**src/rtl/fft8_bf_scheduler.sv**
```systemverilog
// rtl/fft8_bf_scheduler.sv - frame buffer and butterfly scheduler for an 8-point radix-2 DIT FFT
module fft8_bf_scheduler #(
    parameter int DW     = 32,
    parameter int BF_LAT = 1
) (
    input  logic          clk,
    input  logic          rst_n,
    input  logic          in_valid,
    output logic          in_ready,
    input  logic [DW-1:0] in_re,
    input  logic [DW-1:0] in_im,
    output logic          out_valid,
    input  logic          out_ready,
    output logic [DW-1:0] out_re,
    output logic [DW-1:0] out_im,
    output logic [2:0]    out_idx,
    output logic          out_last,
    output logic          busy,
    output logic          bf_in_en,
    output logic [1:0]    bf_rotate,
    output logic [DW-1:0] bf_a_re,
    output logic [DW-1:0] bf_a_im,
    output logic [DW-1:0] bf_b_re,
    output logic [DW-1:0] bf_b_im,
    input  logic          bf_out_en,
    input  logic [DW-1:0] bf_c_re,
    input  logic [DW-1:0] bf_c_im,
    input  logic [DW-1:0] bf_d_re,
    input  logic [DW-1:0] bf_d_im
);

    localparam logic [2:0] ST_IDLE   = 3'd0;
    localparam logic [2:0] ST_LOAD   = 3'd1;
    localparam logic [2:0] ST_ISSUE  = 3'd2;
    localparam logic [2:0] ST_DRAIN  = 3'd3;
    localparam logic [2:0] ST_UNLOAD = 3'd4;

    logic [2:0]    state_q, state_d;
    logic [2:0]    n_q, n_d;
    logic [1:0]    s_q, s_d;
    logic [1:0]    j_q, j_d;
    logic [2:0]    ret_q, ret_d;
    logic [2:0]    outst_q, outst_d;
    logic          in_ready_q, in_ready_d;
    logic          out_valid_q, out_valid_d;
    logic [DW-1:0] out_re_q, out_re_d;
    logic [DW-1:0] out_im_q, out_im_d;
    logic [2:0]    out_idx_q, out_idx_d;
    logic          out_last_q, out_last_d;

    logic [DW-1:0] mem_re_q [8];
    logic [DW-1:0] mem_im_q [8];
    logic [DW-1:0] mem_re_d [8];
    logic [DW-1:0] mem_im_d [8];

    logic [2:0]    pend_top_q [BF_LAT];
    logic [2:0]    pend_bot_q [BF_LAT];
    logic          pend_vld_q [BF_LAT];

    logic          issue;
    logic          in_fire;
    logic          out_fire;
    logic          accept;
    logic          drain_done;
    logic [2:0]    top;
    logic [2:0]    bot;
    logic [1:0]    rot;
    logic [2:0]    wr_addr;

    assign issue      = (state_q == ST_ISSUE);
    assign in_fire    = in_valid && in_ready_q && ((state_q == ST_IDLE) || (state_q == ST_LOAD));
    assign out_fire   = out_valid_q && out_ready;
    // A result is only taken when the shift line says one is due and an issue is still owed.
    assign accept     = bf_out_en && pend_vld_q[BF_LAT-1] && (outst_q != 3'd0);
    assign drain_done = ((ret_q + {2'b00, accept}) == 3'd4);
    assign wr_addr    = {n_q[0], n_q[1], n_q[2]};

    // Butterfly pair addresses and twiddle for stage s, butterfly j (span 1<<s).
    always_comb begin
        top = 3'd0;
        bot = 3'd0;
        rot = 2'd0;
        case (s_q)
            2'd0: begin
                top = {j_q, 1'b0};
                bot = {j_q, 1'b1};
                rot = 2'd0;
            end
            2'd1: begin
                top = {j_q[1], 1'b0, j_q[0]};
                bot = {j_q[1], 1'b1, j_q[0]};
                rot = {j_q[0], 1'b0};
            end
            default: begin
                top = {1'b0, j_q};
                bot = {1'b1, j_q};
                rot = j_q;
            end
        endcase
    end

    // Operands are read straight from the buffer so a new stage sees the previous stage's last write.
    assign bf_in_en  = issue;
    assign bf_rotate = issue ? rot : 2'd0;
    assign bf_a_re   = issue ? mem_re_q[top] : '0;
    assign bf_a_im   = issue ? mem_im_q[top] : '0;
    assign bf_b_re   = issue ? mem_re_q[bot] : '0;
    assign bf_b_im   = issue ? mem_im_q[bot] : '0;

    assign in_ready  = in_ready_q;
    assign out_valid = out_valid_q;
    assign out_re    = out_re_q;
    assign out_im    = out_im_q;
    assign out_idx   = out_idx_q;
    assign out_last  = out_last_q;
    assign busy      = (state_q != ST_IDLE);

    // Next buffer contents: bit-reversed sample loads and in-place butterfly write-back.
    always_comb begin
        mem_re_d = mem_re_q;
        mem_im_d = mem_im_q;
        if (in_fire) begin
            mem_re_d[wr_addr] = in_re;
            mem_im_d[wr_addr] = in_im;
        end
        if (accept) begin
            mem_re_d[pend_top_q[BF_LAT-1]] = bf_c_re;
            mem_im_d[pend_top_q[BF_LAT-1]] = bf_c_im;
            mem_re_d[pend_bot_q[BF_LAT-1]] = bf_d_re;
            mem_im_d[pend_bot_q[BF_LAT-1]] = bf_d_im;
        end
    end

    // Frame state machine; output bins are loaded from the next buffer value to see the final write.
    always_comb begin
        state_d     = state_q;
        n_d         = n_q;
        s_d         = s_q;
        j_d         = j_q;
        ret_d       = ret_q + {2'b00, accept};
        outst_d     = outst_q + {2'b00, issue} - {2'b00, accept};
        in_ready_d  = in_ready_q;
        out_valid_d = out_valid_q;
        out_re_d    = out_re_q;
        out_im_d    = out_im_q;
        out_idx_d   = out_idx_q;
        out_last_d  = out_last_q;
        case (state_q)
            ST_IDLE: begin
                if (in_fire) begin
                    n_d     = 3'd1;
                    state_d = ST_LOAD;
                end
            end
            ST_LOAD: begin
                if (in_fire) begin
                    n_d = n_q + 3'd1;
                    if (n_q == 3'd7) begin
                        state_d    = ST_ISSUE;
                        in_ready_d = 1'b0;
                        s_d        = 2'd0;
                        j_d        = 2'd0;
                        ret_d      = 3'd0;
                    end
                end
            end
            ST_ISSUE: begin
                j_d = j_q + 2'd1;
                if (j_q == 2'd3) begin
                    state_d = ST_DRAIN;
                end
            end
            ST_DRAIN: begin
                if (drain_done) begin
                    ret_d = 3'd0;
                    j_d   = 2'd0;
                    if (s_q == 2'd2) begin
                        state_d     = ST_UNLOAD;
                        s_d         = 2'd0;
                        out_valid_d = 1'b1;
                        out_re_d    = mem_re_d[0];
                        out_im_d    = mem_im_d[0];
                        out_idx_d   = 3'd0;
                        out_last_d  = 1'b0;
                    end else begin
                        s_d     = s_q + 2'd1;
                        state_d = ST_ISSUE;
                    end
                end
            end
            ST_UNLOAD: begin
                if (out_fire) begin
                    if (out_idx_q == 3'd7) begin
                        state_d     = ST_IDLE;
                        out_valid_d = 1'b0;
                        in_ready_d  = 1'b1;
                        out_re_d    = '0;
                        out_im_d    = '0;
                        out_idx_d   = 3'd0;
                        out_last_d  = 1'b0;
                    end else begin
                        out_idx_d  = out_idx_q + 3'd1;
                        out_re_d   = mem_re_d[out_idx_q + 3'd1];
                        out_im_d   = mem_im_d[out_idx_q + 3'd1];
                        out_last_d = (out_idx_q == 3'd6);
                    end
                end
            end
            default: begin
                state_d = ST_IDLE;
            end
        endcase
    end

    // Control and output registers; reset aborts any frame in progress.
    always_ff @(posedge clk or negedge rst_n) begin
        if (!rst_n) begin
            state_q     <= ST_IDLE;
            n_q         <= 3'd0;
            s_q         <= 2'd0;
            j_q         <= 2'd0;
            ret_q       <= 3'd0;
            outst_q     <= 3'd0;
            in_ready_q  <= 1'b1;
            out_valid_q <= 1'b0;
            out_re_q    <= '0;
            out_im_q    <= '0;
            out_idx_q   <= 3'd0;
            out_last_q  <= 1'b0;
        end else begin
            state_q     <= state_d;
            n_q         <= n_d;
            s_q         <= s_d;
            j_q         <= j_d;
            ret_q       <= ret_d;
            outst_q     <= outst_d;
            in_ready_q  <= in_ready_d;
            out_valid_q <= out_valid_d;
            out_re_q    <= out_re_d;
            out_im_q    <= out_im_d;
            out_idx_q   <= out_idx_d;
            out_last_q  <= out_last_d;
        end
    end

    // Pair addresses follow each issue through a line as deep as the butterfly latency.
    always_ff @(posedge clk or negedge rst_n) begin
        if (!rst_n) begin
            for (int i = 0; i < BF_LAT; i++) begin
                pend_top_q[i] <= 3'd0;
                pend_bot_q[i] <= 3'd0;
                pend_vld_q[i] <= 1'b0;
            end
        end else begin
            pend_top_q[0] <= top;
            pend_bot_q[0] <= bot;
            pend_vld_q[0] <= issue;
            for (int i = 1; i < BF_LAT; i++) begin
                pend_top_q[i] <= pend_top_q[i-1];
                pend_bot_q[i] <= pend_bot_q[i-1];
                pend_vld_q[i] <= pend_vld_q[i-1];
            end
        end
    end

    // Sample buffer; contents are don't-care after reset.
    always_ff @(posedge clk) begin
        mem_re_q <= mem_re_d;
        mem_im_q <= mem_im_d;
    end

endmodule

```
**config.mk**
```make
export PLATFORM = sky130hd
export DESIGN_NAME = fft8_bf_scheduler
export DESIGN_NICKNAME = d
export VERILOG_FILES = /design/src/rtl/fft8_bf_scheduler.sv
export SDC_FILE = /design/constraint.sdc
export NUM_CORES = 2
export LEC_CHECK = 0
export CORE_MARGIN = 2
export CORE_UTILIZATION = 30
export DETAILED_ROUTE_END_ITERATION = 6
export PLACE_DENSITY = 0.45
export SETUP_SLACK_MARGIN = 0.5
export SLEW_MARGIN = 15
export SYNTH_ARGS = -nofsm -noshare
export SYNTH_HDL_FRONTEND = slang
export SYNTH_SLANG_ARGS = --single-unit
```
**constraint.sdc**
```tcl
create_clock -name clk -period 4.4 [get_ports clk]
set_input_delay 1.1 -clock clk [delete_from_list [all_inputs] [get_ports clk]]
set_output_delay 1.1 -clock clk [all_outputs]
set_load 0.02 [all_outputs]
```
==> PnR_summary.wiki <==
{| class="wikitable"
! Metric !! Value
|-
| Number of global-route vias before repair || 54700
|-
| Port bufs || 398
|-
| Switching power total || 3.41 mW
|-
| Internal power contribution || 9.81 mW
|-
| Count of mapped cells out of synthesis || 6279
|-
| Lkg Pwr || 20.5 nW
|-
| Mapped Area || 43700 µm²
|-
| Remaining routing DRC violations || 19
|-
| Clock sink count || 605
|-
| Max Cap Viol || 0
|-
| Skew final || 0.0368 ns
|-
| Clock network latency to the later pin of the worst-skew pair || 0.70 ns
|-
| Largest cells by area after synthesis || sky130_fd_sc_hd__dfxtp_1, sky130_fd_sc_hd__nand2_1, sky130_fd_sc_hd__a32oi_1
|-
| Warnings, synthesis || 0
|-
| Worst Path Buf+Inv || 8
|-
| Share of total power in sequential cells || 41.5%
|-
| Net count, final || 6735
|-
| Most frequent cell after synthesis || sky130_fd_sc_hd__nand2_1
|-
| Clock-pin slew of the registers on the worst-case setup and hold paths || 0.06 ns
|-
| Gr ovfl total || 0
|-
| Combinational share of power || 4.4%
|-
| Result of the run || finished, violations left
|-
| Area of the multi-input gates || 29700 µm²
|-
| Synthesized Nets || 6491
|-
| Leading register cell type out of synthesis || sky130_fd_sc_hd__dfxtp_1
|-
| Sw Ratio || 25.8%
|-
| Via total after detailed routing || 58800
|-
| EDFF count, synth || 0
|-
| Global-route wire length before repair || 433000 µm
|-
| Most common library cells after synthesis || sky130_fd_sc_hd__nand2_1, sky130_fd_sc_hd__dfxtp_1, sky130_fd_sc_hd__clkbuf_1, sky130_fd_sc_hd__a32oi_1, sky130_fd_sc_hd__o22ai_1
|-
| Count of pins on the block boundary || 399
|-
| Logic depth of the worst register-to-register path || 7
|-
| Launch point of the critical path || s_q[1]$_DFFE_PN0P_
|-
| Worst Setup Path Type || reg -> out
|-
| Critical Path End || bf_a_re[0]
|-
| Total Negative Setup Slacks || 0 ns
|-
| Post-placement setup slack || 0.273 ns
|-
| Relative contribution of the clock network to total power || 54.1%
|-
| Post-route fraction of the period consumed by the critical path || 96.1%
|-
| Max transition margin || 11.6%
|-
| Cell with the most instances on the worst path || sky130_fd_sc_hd__buf_6
|-
| Count of cell types in the netlist || 83
|-
| Startpoint type of the worst setup path || flip-flop
|-
| Slew of the pin with the lowest slew margin || 1.32 ns
|-
| Async set or reset register ratio after synthesis || 15.4%
|-
| Worst-path maximum fanout || 7
|-
| Final Worst Setup Slack || 0.173 ns
|-
| Overall fraction of global-route tracks in use || 40.7%
|-
| Wire length after detailed routing || 320000 µm
|-
| Maximum number of buffers from clock root to sink || 3
|-
| Filler Cells Inserted || 14700
|-
| Final count of negative-setup-slack endpoints || 0
|-
| Floorplan die width || 386 µm
|-
| Number of rows created at floorplan || 140
|-
| Core outline area || 145000 µm²
|-
| Final weighted congestion of routability-driven global placement || 0.942
|-
| Num CTS Buffers || 81
|-
| Initial standard-cell utilization of the core || 30.1%
|-
| Post-synth top area share || 23.4%
|-
| Root buffer selected by CTS || sky130_fd_sc_hd__clkbuf_16
|-
| Crit-path cells || buf_6 > o21ai_4 > buf_12 > buf_16 > clkinv_16 > buf_16 > buf_8 > nand2_2 > and3_4 > a311oi_2 > a31oi_2 > nor2_2 > buf_6 > buf_6
|-
| Detailed-router iteration count before antenna repair || 7
|-
| Antenna violations before repair || 18
|-
| Level count of the clock H-tree || 3
|-
| Area of the die || 149000 µm²
|-
| FF+latch count, synth || 605
|-
| Number of nets still failing antenna checks after routing || 0
|-
| DR WL/cell || 37.6 µm
|-
| Pwr/cell area || 225 nW/µm²
|-
| Final hold violations || 0
|-
| Kind of cell adding the most delay to the critical path || buffers and inverters
|-
| Reg-to-reg setup timing slack || 0.33 ns
|-
| Maximum number of pins on one net before global-route repair || 118
|-
| Growth of design area from synthesis to finish || 34.1%
|-
| Critical Path Sink Type || output pin
|-
| Power consumption || 13.2 mW
|-
| Peak per-stage delay on the critical path || 0.40 ns
|-
| Endpoint of the worst-slack reg-to-reg timing path || out_re[1]$_DFFE_PN0P_
|-
| Final min period || 4.23 ns
|-
| Highest attainable clock frequency || 237 MHz
|-
| Flip-flop and latch area || 12600 µm²
|-
| Avg Synthesized Cell Area || 6.96 µm²
|-
| Stages on the worst setup path || 14
|-
| Library cell contributing the largest single delay on the critical path || sky130_fd_sc_hd__dfrtp_1
|-
| RSZ-0062 raised after global routing || true
|-
| Fraction of layout instances using a drive strength above 1 || 18.3%
|-
| Arr. time, crit path || 3.13 ns
|-
| Half-perimeter wire length after detailed placement || 188000 µm
|-
| Cell taking the most area after synthesis || sky130_fd_sc_hd__dfxtp_1
|-
| Slew Limit Fails || 0
|-
| Path category of the worst min-delay check || in -> async
|-
| CTS tree || done
|-
| Worst IR Drop VDD || 0.242 mV
|-
| Initial detailed-routing violation count || 10000
|-
| Share of synthesized area occupied by flip-flops and latches || 28.8%
|-
| Worst reg2reg startpoint || out_idx[0]$_DFFE_PN0P_
|-
| Fraction of the core area covered by cells at the end of the flow || 40.4%
|-
| Y dimension of the die || 386 µm
|-
| Data required time at the worst endpoint || 3.30 ns
|-
| DR vias/cell || 6.91
|-
| Failing checks || DRC
|}
logic make-up after synthesis:
logic type / Yosys count / share of synthesized area (%)
buf+inv: 802 / 7.82
compound gates: 1676 / 28.0
fa+ha+maj: 15 / 0.446
mux: 141 / 4.51
simple gates: 3037 / 30.4
xor+xnor: 3 / 0.0601
flops: 605 / 28.8
stage by stage:
stage                     cells  hold slack, ns  instance area, µm²
final                      8515           0.433               58600
after detailed placement   8154           0.503               51000
after global routing       8508           0.467               58600
after global placement     8154           0.505               51000
after floorplan            6279           0.476               43900
after CTS                  8450           0.458               57100
layer usage:
metal | up-vias | track usage [%] | part of all wire, %
li1 | 23500 | - | -
met2 | 5464 | 58.5 | 41
met3 | 1432 | 12.8 | 14
met1 | 28400 | 51.9 | 37
met4 | 16 | 27.0 | 8.1
met5 | - | 0 | 0.028
worst min path at each step:
stage / start / to / cells after the start / slack, ns
detailed placement: mem_re_q[101]$_DFF_P_ / mem_re_q[101]$_DFF_P_ / 2 / 0.50
floorplan: mem_im_q[104]$_DFF_P_ / mem_im_q[104]$_DFF_P_ / 2 / 0.48
finish: rst_n / out_im[11]$_DFFE_PN0P_ / 1 / 0.43
global route: rst_n / out_im[11]$_DFFE_PN0P_ / 1 / 0.47
global placement: mem_re_q[207]$_DFF_P_ / mem_re_q[207]$_DFF_P_ / 2 / 0.50
CTS: rst_n / out_im[11]$_DFFE_PN0P_ / 1 / 0.46
cells in the final DEF, fill, tap and decap left out, types with 22 or more instances in the layout:
cell type and n:
sky130_fd_sc_hd__a211o_1 38, sky130_fd_sc_hd__a21oi_1 37, sky130_fd_sc_hd__a22oi_1 85, sky130_fd_sc_hd__a311oi_1 51, sky130_fd_sc_hd__a311oi_2 72, sky130_fd_sc_hd__a31oi_1 155, sky130_fd_sc_hd__a31oi_2 30, sky130_fd_sc_hd__a31oi_4 27
sky130_fd_sc_hd__a32oi_1 370, sky130_fd_sc_hd__and3_1 129, sky130_fd_sc_hd__and3_4 25, sky130_fd_sc_hd__buf_12 133, sky130_fd_sc_hd__buf_16 42, sky130_fd_sc_hd__buf_4 365, sky130_fd_sc_hd__buf_6 44, sky130_fd_sc_hd__clkbuf_16 95
sky130_fd_sc_hd__clkdlybuf4s50_1 269, sky130_fd_sc_hd__dfrtp_1 85, sky130_fd_sc_hd__dfxtp_1 512, sky130_fd_sc_hd__mux2i_1 81, sky130_fd_sc_hd__mux4_2 43, sky130_fd_sc_hd__nand2_1 1908, sky130_fd_sc_hd__nand2_2 38, sky130_fd_sc_hd__nand2b_1 25
sky130_fd_sc_hd__nand3_1 282, sky130_fd_sc_hd__nor2_1 262, sky130_fd_sc_hd__nor3_1 79, sky130_fd_sc_hd__o21a_1 80, sky130_fd_sc_hd__o21ai_0 173, sky130_fd_sc_hd__o21ai_1 40, sky130_fd_sc_hd__o22a_1 22, sky130_fd_sc_hd__o22ai_1 333
sky130_fd_sc_hd__o31ai_1 28, sky130_fd_sc_hd__or4_1 103
registers in the layout, summed over array words and instances, names as in the netlist, 2 cells and up:
| signal | cells |
|---|---|
| j_q | 2 |
| mem_im_q | 256 |
| mem_re_q | 256 |
| n_q | 3 |
| out_idx | 3 |
| out_im | 32 |
| out_re | 32 |
| outst_q | 3 |
| pend_bot_q | 3 |
| pend_top_q | 3 |
| ret_q | 3 |
| s_q | 2 |
| state_q | 3 |
worst reg2reg max path: stages, from the launching register on:
cell and delay [ns]:
sky130_fd_sc_hd__dfrtp_2 0.69, sky130_fd_sc_hd__ha_1 0.38, sky130_fd_sc_hd__ha_4 0.39, sky130_fd_sc_hd__buf_4 0.53, sky130_fd_sc_hd__nand2_1 0.97, sky130_fd_sc_hd__o22ai_1 0.58, sky130_fd_sc_hd__a2111oi_0 0.13, sky130_fd_sc_hd__a221o_1 0.29
power groups by stage:
stage | sequential [mW] | clock (mW) | combinational, mW
after floorplan | 5.61 | 0 | 0.179
after global placement | 5.61 | 0 | 0.553
after detailed placement | 5.61 | 0 | 0.546
after CTS | 5.49 | 7.11 | 0.549
after global routing | 5.49 | 7.32 | 0.579
final | 5.49 | 7.15 | 0.578
repair_timing:
| item | CTS | global route |
|---|---|---|
| gates resized for setup | 585 | 318 |
| pin swaps | 86 | 78 |
| gates cloned | 42 | 12 |
| endpoints found under the setup margin | 131 | 132 |
| endpoints found under the hold margin | 0 | 0 |
| setup buffers | 104 | 45 |
| hold buffers | 0 | 0 |
final cells by class:
type / count / share of cell area, %
multi-input cells: 4872 / 50.6
flip-flops and latches: 605 / 21.5
repair buffers: 937 / 18.7
well taps: 1917 / 4.09
clock buffers: 118 / 4.06
clock inverters: 32 / 0.604
inverters: 20 / 0.284
repair inverters: 6 / 0.151
diodes: 8 / 0.0341
Power figures use the tool's default switching activity.
